**src/rtl/decode_stage.sv**
```systemverilog
// MIPS decode stage: one-entry registered output buffer with a valid/ready handshake,
// plus a busy counter that stalls HI/LO consumers while a mult/div is in flight.
module decode_stage #(
    parameter int unsigned MDU_LATENCY = 32,
    parameter int unsigned ENABLE_MDU  = 1
) (
    input  logic        clk,
    input  logic        rst_n,
    input  logic        in_valid,
    output logic        in_ready,
    input  logic [31:0] instr,
    input  logic        flush,
    output logic        out_valid,
    input  logic        out_ready,
    output logic        branch,
    output logic        mem_to_reg,
    output logic        mem_write,
    output logic        alu_src,
    output logic        alu_shift_shamt,
    output logic        reg_write,
    output logic        jump,
    output logic        jump_reg,
    output logic        link,
    output logic        reg_dst,
    output logic [3:0]  alu_control,
    output logic [2:0]  branch_type,
    output logic [2:0]  load_type,
    output logic [1:0]  store_type,
    output logic        mdu_start,
    output logic [1:0]  mdu_op,
    output logic        hilo_read,
    output logic        hilo_sel,
    output logic        illegal,
    output logic        mdu_busy
);

    localparam int unsigned CNT_W  = 6;
    localparam logic        MDU_EN = (ENABLE_MDU != 0);

    localparam logic [3:0] ALU_NOP  = 4'd0;
    localparam logic [3:0] ALU_ADD  = 4'd1;
    localparam logic [3:0] ALU_SUB  = 4'd2;
    localparam logic [3:0] ALU_AND  = 4'd3;
    localparam logic [3:0] ALU_OR   = 4'd4;
    localparam logic [3:0] ALU_XOR  = 4'd5;
    localparam logic [3:0] ALU_NOR  = 4'd6;
    localparam logic [3:0] ALU_SLT  = 4'd7;
    localparam logic [3:0] ALU_SLTU = 4'd8;
    localparam logic [3:0] ALU_SLL  = 4'd9;
    localparam logic [3:0] ALU_SRA  = 4'd10;
    localparam logic [3:0] ALU_SRL  = 4'd11;
    localparam logic [3:0] ALU_LUI  = 4'd12;

    localparam logic [2:0] BR_BEQ  = 3'd0;
    localparam logic [2:0] BR_BGEZ = 3'd1;
    localparam logic [2:0] BR_BGTZ = 3'd2;
    localparam logic [2:0] BR_BLEZ = 3'd3;
    localparam logic [2:0] BR_BLTZ = 3'd4;
    localparam logic [2:0] BR_BNE  = 3'd5;

    localparam logic [2:0] LD_LB  = 3'd0;
    localparam logic [2:0] LD_LBU = 3'd1;
    localparam logic [2:0] LD_LH  = 3'd2;
    localparam logic [2:0] LD_LHU = 3'd3;
    localparam logic [2:0] LD_LW  = 3'd4;

    localparam logic [1:0] ST_SB = 2'd0;
    localparam logic [1:0] ST_SH = 2'd1;
    localparam logic [1:0] ST_SW = 2'd2;

    localparam logic [5:0] F_JR    = 6'h08;
    localparam logic [5:0] F_JALR  = 6'h09;
    localparam logic [5:0] F_MFHI  = 6'h10;
    localparam logic [5:0] F_MFLO  = 6'h12;
    localparam logic [5:0] F_MULT  = 6'h18;
    localparam logic [5:0] F_MULTU = 6'h19;
    localparam logic [5:0] F_DIV   = 6'h1a;
    localparam logic [5:0] F_DIVU  = 6'h1b;

    typedef struct packed {
        logic       branch;
        logic       mem_to_reg;
        logic       mem_write;
        logic       alu_src;
        logic       alu_shift_shamt;
        logic       reg_write;
        logic       jump;
        logic       jump_reg;
        logic       link;
        logic       reg_dst;
        logic [3:0] alu_control;
        logic [2:0] branch_type;
        logic [2:0] load_type;
        logic [1:0] store_type;
        logic       mdu_start;
        logic [1:0] mdu_op;
        logic       hilo_read;
        logic       hilo_sel;
        logic       illegal;
    } ctl_t;

    function automatic ctl_t f_imm(input logic [3:0] alu);
        ctl_t c;
        c             = '0;
        c.alu_src     = 1'b1;
        c.reg_write   = 1'b1;
        c.alu_control = alu;
        return c;
    endfunction

    function automatic ctl_t f_load(input logic [2:0] lt);
        ctl_t c;
        c             = f_imm(ALU_ADD);
        c.mem_to_reg  = 1'b1;
        c.load_type   = lt;
        return c;
    endfunction

    function automatic ctl_t f_store(input logic [2:0] st_unused_hi, input logic [1:0] st);
        ctl_t c;
        c             = '0;
        c.mem_write   = 1'b1;
        c.alu_src     = 1'b1;
        c.alu_control = ALU_ADD;
        c.store_type  = st;
        c.illegal     = |st_unused_hi;
        return c;
    endfunction

    function automatic ctl_t f_branch(input logic [2:0] bt);
        ctl_t c;
        c             = '0;
        c.branch      = 1'b1;
        c.branch_type = bt;
        return c;
    endfunction

    logic [5:0] op;
    logic [4:0] rt;
    logic [5:0] funct;
    logic       unused_instr;

    assign op           = instr[31:26];
    assign rt           = instr[20:16];
    assign funct        = instr[5:0];
    assign unused_instr = ^{instr[25:21], instr[15:6]};

    ctl_t            entry_q, entry_d, dec;
    logic            valid_q, valid_d;
    logic [CNT_W-1:0] busy_q, busy_d;
    logic [3:0]      r_alu;
    logic            r_hit, r_shamt, bad;
    logic            hazard, accept, consume;

    // R-type ALU funct map
    always_comb begin
        r_alu   = ALU_NOP;
        r_hit   = 1'b1;
        r_shamt = 1'b0;
        case (funct)
            6'h20, 6'h21: r_alu = ALU_ADD;
            6'h22, 6'h23: r_alu = ALU_SUB;
            6'h24:        r_alu = ALU_AND;
            6'h25:        r_alu = ALU_OR;
            6'h26:        r_alu = ALU_XOR;
            6'h27:        r_alu = ALU_NOR;
            6'h2a:        r_alu = ALU_SLT;
            6'h2b:        r_alu = ALU_SLTU;
            6'h00:        begin r_alu = ALU_SLL; r_shamt = 1'b1; end
            6'h04:        r_alu = ALU_SLL;
            6'h03:        begin r_alu = ALU_SRA; r_shamt = 1'b1; end
            6'h07:        r_alu = ALU_SRA;
            6'h02:        begin r_alu = ALU_SRL; r_shamt = 1'b1; end
            6'h06:        r_alu = ALU_SRL;
            default:      r_hit = 1'b0;
        endcase
    end

    // Full instruction decode; anything unrecognised collapses to a bare illegal flag
    always_comb begin
        dec = '0;
        bad = 1'b0;
        case (op)
            6'h00: begin
                if (r_hit) begin
                    dec.reg_dst         = 1'b1;
                    dec.reg_write       = 1'b1;
                    dec.alu_control     = r_alu;
                    dec.alu_shift_shamt = r_shamt;
                end else begin
                    case (funct)
                        F_JR:   dec.jump_reg = 1'b1;
                        F_JALR: begin
                            dec.jump_reg  = 1'b1;
                            dec.link      = 1'b1;
                            dec.reg_write = 1'b1;
                            dec.reg_dst   = 1'b1;
                        end
                        F_MFHI, F_MFLO: begin
                            if (MDU_EN) begin
                                dec.hilo_read = 1'b1;
                                dec.hilo_sel  = (funct == F_MFHI);
                                dec.reg_dst   = 1'b1;
                                dec.reg_write = 1'b1;
                            end else begin
                                bad = 1'b1;
                            end
                        end
                        F_MULT, F_MULTU, F_DIV, F_DIVU: begin
                            if (MDU_EN) begin
                                dec.mdu_start = 1'b1;
                                dec.mdu_op    = funct[1:0];
                            end else begin
                                bad = 1'b1;
                            end
                        end
                        default: bad = 1'b1;
                    endcase
                end
            end
            6'h01: begin
                if (rt == 5'd1)      dec = f_branch(BR_BGEZ);
                else if (rt == 5'd0) dec = f_branch(BR_BLTZ);
                else                 bad = 1'b1;
            end
            6'h02: dec.jump = 1'b1;
            6'h03: begin
                dec.jump      = 1'b1;
                dec.link      = 1'b1;
                dec.reg_write = 1'b1;
            end
            6'h04: dec = f_branch(BR_BEQ);
            6'h05: dec = f_branch(BR_BNE);
            6'h06: dec = f_branch(BR_BLEZ);
            6'h07: dec = f_branch(BR_BGTZ);
            6'h08, 6'h09: dec = f_imm(ALU_ADD);
            6'h0a: dec = f_imm(ALU_SLT);
            6'h0b: dec = f_imm(ALU_SLTU);
            6'h0c: dec = f_imm(ALU_AND);
            6'h0d: dec = f_imm(ALU_OR);
            6'h0e: dec = f_imm(ALU_XOR);
            6'h0f: dec = f_imm(ALU_LUI);
            6'h20: dec = f_load(LD_LB);
            6'h21: dec = f_load(LD_LH);
            6'h23: dec = f_load(LD_LW);
            6'h24: dec = f_load(LD_LBU);
            6'h25: dec = f_load(LD_LHU);
            6'h28: dec = f_store(3'd0, ST_SB);
            6'h29: dec = f_store(3'd0, ST_SH);
            6'h2b: dec = f_store(3'd0, ST_SW);
            default: bad = 1'b1;
        endcase
        if (bad) begin
            dec         = '0;
            dec.illegal = 1'b1;
        end
    end

    // HI/LO users wait while a mult/div is held or still counting down
    assign hazard   = (dec.mdu_start | dec.hilo_read) &
                      ((busy_q != '0) | (valid_q & entry_q.mdu_start));
    assign in_ready = (~valid_q | out_ready) & ~flush & ~hazard;
    assign accept   = in_valid & in_ready;
    assign consume  = valid_q & out_ready & ~flush;

    always_comb begin
        valid_d = valid_q;
        entry_d = entry_q;
        if (flush) begin
            valid_d = 1'b0;
            entry_d = '0;
        end else if (accept) begin
            valid_d = 1'b1;
            entry_d = dec;
        end else if (consume) begin
            valid_d = 1'b0;
            entry_d = '0;
        end
    end

    // Busy counter: reload on handing a mult/div downstream, else count down to zero
    always_comb begin
        busy_d = busy_q;
        if (!MDU_EN) begin
            busy_d = '0;
        end else if (consume && entry_q.mdu_start) begin
            busy_d = CNT_W'(MDU_LATENCY);
        end else if (busy_q != '0) begin
            busy_d = busy_q - CNT_W'(1);
        end
    end

    always_ff @(posedge clk or negedge rst_n) begin
        if (!rst_n) begin
            valid_q <= 1'b0;
            entry_q <= '0;
            busy_q  <= '0;
        end else begin
            valid_q <= valid_d;
            entry_q <= entry_d;
            busy_q  <= busy_d;
        end
    end

    assign out_valid       = valid_q;
    assign branch          = entry_q.branch;
    assign mem_to_reg      = entry_q.mem_to_reg;
    assign mem_write       = entry_q.mem_write;
    assign alu_src         = entry_q.alu_src;
    assign alu_shift_shamt = entry_q.alu_shift_shamt;
    assign reg_write       = entry_q.reg_write;
    assign jump            = entry_q.jump;
    assign jump_reg        = entry_q.jump_reg;
    assign link            = entry_q.link;
    assign reg_dst         = entry_q.reg_dst;
    assign alu_control     = entry_q.alu_control;
    assign branch_type     = entry_q.branch_type;
    assign load_type       = entry_q.load_type;
    assign store_type      = entry_q.store_type;
    assign mdu_start       = entry_q.mdu_start;
    assign mdu_op          = entry_q.mdu_op;
    assign hilo_read       = entry_q.hilo_read;
    assign hilo_sel        = entry_q.hilo_sel;
    assign illegal         = entry_q.illegal;
    assign mdu_busy        = (busy_q != '0);

endmodule

```
**config.mk**
```make
export PLATFORM = sky130hd
export DESIGN_NAME = decode_stage
export DESIGN_NICKNAME = d
export VERILOG_FILES = /design/src/rtl/decode_stage.sv
export SDC_FILE = /design/constraint.sdc
export NUM_CORES = 1
export LEC_CHECK = 0
export ABC_CLOCK_PERIOD_IN_PS = 5200
export BUFFER_PORTS_ARGS = -buffer_cell sky130_fd_sc_hd__buf_4
export CELL_PAD_IN_SITES_DETAIL_PLACEMENT = 1
export CELL_PAD_IN_SITES_GLOBAL_PLACEMENT = 1
export CORE_MARGIN = 2
export CORE_UTILIZATION = 40
export DETAILED_ROUTE_END_ITERATION = 10
export GPL_TIMING_DRIVEN = 0
export HOLD_SLACK_MARGIN = 0.05
export PLACE_DENSITY = 0.9
export SLEW_MARGIN = 20
export SYNTH_ARGS = -nofsm -noshare
export SYNTH_HDL_FRONTEND = slang
export SYNTH_SLANG_ARGS = --single-unit
export TNS_END_PERCENT = 5
```
**constraint.sdc**
```tcl
create_clock -name clk -period 5.2 [get_ports clk]
set_input_delay 1.56 -clock clk [delete_from_list [all_inputs] [get_ports clk]]
set_output_delay 1.56 -clock clk [all_outputs]
set_load 0.01 [all_outputs]
```
# After elaboration in Yosys (flattened, before gate mapping)
# Cells that the tools add are included.
# Widths: inputs -> output; s select.
word_totals:
  input_bits: 37
  word_cells: 148
  register_bits: 35
classes:
  n_eq_ne: 47
  reduce_logical: 27
  addsub: 1
  bitwise_logic: 13
  mux: 39
op_table:
  columns: ["operator", "n"]
  rows:
  - ["$mux 28", 6]
  - ["$eq 6x6->1 const B", 18]
  - ["$pmux 8 s10", 1]
  - ["$eq 6x4->1 const B", 10]
  - ["$pmux 5 s9", 1]
  - ["$pmux 4 s11", 1]
  - ["$eq 6x3->1 const B", 7]
  - ["$eq 6x5->1 const B", 6]
  - ["$eq 6x2->1 const B", 4]
  - ["$reduce_or 22->1", 1]
  - ["$pmux 4 s5", 1]
  - ["$reduce_or 16->1", 1]
  - ["$reduce_or 2->1", 8]
  - ["$reduce_or 8->1", 2]
  - ["$mux 1", 15]
  - ["$reduce_or 14->1", 1]
  - ["$logic_not 6->1", 2]
  - ["$mux 6", 2]
  - ["$pmux 5 s2", 1]
  - ["$reduce_or 10->1", 1]
  - ["$pmux 1 s3", 3]
  - ["$reduce_or 3->1", 3]
  - ["$reduce_or 4->1", 2]
  - ["$and 1x1->1", 7]
  - ["other kinds (16)", 23]

# Logic depth before layout (Yosys ltp)
logic_depth:
  ltp_word: 13
  ltp_mapped: 9

# Least setup slack after synthesis
# No wires, ideal clock.
synth_path:
  path_kind: "input port to output port"
  from: "input port instr[30]"
  to: "output port in_ready"
  path_buffers: 1
  cell_stages: 4
  slack_ns: 1.299
  arrival_ns: 2.341
  path_cell_list: "buf_2 nor4_4 and3_1 a31oi_1"
synth_via:
  elab_chain_len: 8
synth_rtl:
  columns: ["item", "line_no", "rtl"]
  rows:
  - ["from (decl)", "11", "input logic [31:0] instr,"]
  - ["$eq 6x6->1 (tied with other cells)", "183", "case (op)"]
  - ["$reduce_or 22->1 (no line)", null, null]
  - ["$pmux 1 s3", "183", null]
  - ["$mux 28 (*)", "253", "if (bad) begin"]
  - ["$or 1x1->1 (*)", "260", "assign hazard = (dec.mdu_start | dec.hilo_read) &"]
  - ["$and 1x1->1 (*)", "260", null]
  - ["$not 1->1 (*)", "262", "assign in_ready = (~valid_q | out_ready) & ~flush & ~hazard;"]
  - ["$and 1x1->1 (*)", "262", null]
  - ["to (decl)", "10", "output logic in_ready,"]
# Every way passes the cells marked *; elsewhere a longest branch is shown, timed or not.

# Worst setup path after layout
layout_path:
  from: "input port instr[29]"
  to: "output port in_ready"
# The elaborated chain is that of the path after synthesis.

==> summary.md <==
| Metric | Value |
|---|---|
| I/O pin total | `68` |
| Max_cap viols | `0` |
| Multi-input gate area | `1060 um2` |
| Slew headroom | `0.453` |
| Initial antenna violation count | `0` |
| Largest net degree at the start of global routing | `36` |
| WP data arrival | `2.75 ns` |
| Wire length per cell | `17.3 um` |
| RD Place Congestion | `0.908` |
| Post-synthesis register bit count | `35` |
| Fraction of layout cells with a size suffix above 1 | `0.255` |
| Hold Fails Final Rpt | `0` |
| Register area share after synthesis | `0.426` |
| Critical path class | `primary input to primary output` |
| Routed vias | `2075` |
| CP Launch Type | `primary input` |
| Reg clk slew, reported paths | `0.07 ns` |
| Setup Skew | `0.00740 ns` |
| Most flops, register | `busy_q` |
| Crit-path max FO | `8` |
| Clock Sinks | `35` |
| Diodes inserted | `0` |
| Post-Syn Nets | `274` |
| Synth unique cells | `57` |
| Fmax | `232 MHz` |
| Global routing usage on met3 | `0.0317` |
| Largest register FFs | `6` |
| Worst slew pin tran | `0.821 ns` |
| Asr flop ratio synth | `1.00` |
| Mapped Cells | `236` |
| Gr usage total | `0.234` |
| Final setup violation count | `0` |
| Pwr Density | `298 nW/um2` |
| Max Slew Vio Count | `0` |
| Syn_area_per_cell | `8.72 um2` |
| Post-DRT Antenna Nets | `0` |
| Mapped Area | `2060 um2` |
| Drc violations | `0` |
| Final min period | `4.31 ns` |
| Die area | `5740 um2` |
| Yosys Warn Count | `0` |
| Initial Util | `0.408` |
| Setup crit end kind | `primary output` |
| Vias in the first global route | `2018` |
| Cts bufs inserted | `5` |
| Min-Delay Path Class | `register to register` |
| Post_cts resized | `0` |
| CTS tree | `done` |
| Total gr overflow | `0` |
| Final HPWL DP | `4540 um` |
| Setup ws final | `0.893 ns` |
| Status | `complete, no violations` |
| Wire length after detailed routing | `6300 um` |
| Peak supply drop | `0.108 mV` |
| Die Y-Extent | `75.7 um` |
| H-tree levels | `2` |
| # rows | `26` |
| RSZ-0062 raised after global routing | `no` |
| Hold depth | `2` |
| Final worst path period share | `0.828` |
| PortBufs | `50` |
| Synth Flop Type | `dfrtp_1` |
| Fill cell count | `600` |
| WP data required | `3.64 ns` |
| Core ar. | `5040 um2` |
| FF-to-FF path depth | `8` |
| Place WS | `0.907 ns` |
| Post-CTS setup repair buffer count | `0` |
| Sequential Area | `876 um2` |
| Met2 Use GR | `0.393` |
| TritonRoute pass-1 iters | `4` |
| EDFF count, synth | `0` |
| CTS Hold Buffers Added | `0` |
| CTS Buffer Depth | `2` |
| Worst skew pair latency | `0.30 ns` |
| Via density per instance | `5.70` |
| Met1 global-route usage | `0.321` |
| First DRT Iteration DRCs | `101` |
| Clock root cell | `clkbuf_8` |
| Leakage | `1.23 nW` |
| Fin Setup TNS | `0 ns` |
| Area Growth Syn to Fin | `28.2%` |
| First-pass GRT wire length | `10200 um` |
| Global route hottest layer | `met2` |
| Die W | `75.7 um` |
| Nets | `331` |
## cell usage in the layout, fill, tap and decap left out, drive strengths merged, types with 3 or more instances in the layout
cell type / synthesis / final
o21ai: 18 / 18
nand2b: 7 / 7
nand2: 25 / 25
dfrtp: 35 / 35
buf: 10 / 60
a211oi: 4 / 4
clkbuf: 7 / 13
nor2b: 4 / 4
nand3: 30 / 30
nor3: 3 / 3
a22oi: 3 / 3
a31oi: 6 / 6
nor4: 6 / 6
xnor2: 3 / 3
a21oi: 11 / 11
nor2: 15 / 15
inv: 5 / 5
o31ai: 4 / 4
## report_power, final
group | internal, mW | leakage, nW | total (mW) | switching (mW)
Combinational | 0.0837 | 0.694 | 0.194 | 0.110
Sequential | 0.301 | 0.472 | 0.333 | 0.0320
Clock | 0.155 | 0.0612 | 0.260 | 0.104
Total | 0.540 | 1.23 | 0.787 | 0.247
## critical path, cell delays in order
cell	delay (ns)
buf_4	0.12
nor4_4	0.51
and3_1	0.30
a31oi_1	0.09
buf_4	0.15
## cells in the mapped netlist, types with 2 or more instances
library cell / count / area, um2
a22oi_1: 3 / 22.5
a31o_2: 2 / 17.5
nor2b_1: 4 / 25.0
a31oi_1: 6 / 37.5
a22o_1: 2 / 17.5
buf_6: 2 / 22.5
dfrtp_1: 35 / 876
o22ai_1: 2 / 12.5
nand2b_1: 7 / 43.8
nand2_1: 25 / 93.8
nand3_1: 30 / 150
nand4_1: 2 / 12.5
a21oi_1: 11 / 55.1
mux2i_1: 2 / 20.0
o21ai_0: 14 / 70.1
nor4_1: 5 / 31.3
a211oi_1: 4 / 30.0
nor3_1: 2 / 10.0
xnor2_1: 3 / 26.3
and3_1: 2 / 12.5
o31ai_1: 4 / 30.0
o21ai_1: 4 / 20.0
inv_1: 5 / 18.8
buf_2: 5 / 25.0
clkbuf_1: 7 / 26.3
o211ai_1: 2 / 15.0
or4_1: 2 / 15.0
nor2_1: 15 / 56.3
## stage by stage
stage / area, um2 / power [mW] / util / cells / hold WS [ns]
3_3_place_gp: 2520 / 0.513 / 0.500 / 356 / 0.478
5_1_grt: 2640 / 0.828 / 0.523 / 364 / 0.542
2_1_floorplan: 2060 / 0.457 / - / 236 / 0.484
6_report: 2640 / 0.787 / 0.523 / 364 / 0.509
3_5_place_dp: 2520 / 0.529 / 0.500 / 356 / 0.492
4_1_cts: 2640 / 0.791 / 0.523 / 364 / 0.511
## cells by family (layout without fill, tap and decap cells)
group	after synthesis	after routing	share of synthesized area
AND/OR/NAND/NOR	108	108	0.283
flip-flops	35	35	0.426
multiplexers	3	3	0.0152
XOR/XNOR	4	4	0.0170
buffers and inverters	22	80	0.0577
AO/OA/AOI/OAI	63	63	0.196
adder cells (fa/ha/maj)	1	1	0.00608
## layout make-up
cell class / count / share of cell area
inverters: 5 / 0.00711
flip-flops and latches: 35 / 0.332
clock buffers: 6 / 0.0313
repair buffers: 50 / 0.142
clock inverters: 2 / 0.0133
multi-input cells: 179 / 0.403
well taps: 70 / 0.0332
plain buffers: 17 / 0.0379
## final timing paths
| check | from | to | slack (ns) |
|---|---|---|---|
| max reg2reg | busy_q[0] | alu_src | 3.00 |
| min | load_type[0] | load_type[0] | 0.51 |
| min reg2reg | load_type[0] | load_type[0] | 0.51 |
| max | instr[29] | in_ready | 0.89 |
| max in group asynchronous | rst_n | hilo_read | 3.67 |
| min in group asynchronous | rst_n | store_type[0] | 1.21 |
## layer usage
layer  wire (um)  vias to the layer above
met5           0                        -
met4          66                        0
met3         204                        5
met2        3130                       52
met1        2900                     1037
li1            -                      981
No activity file was read; power rests on OpenSTA's default activity.
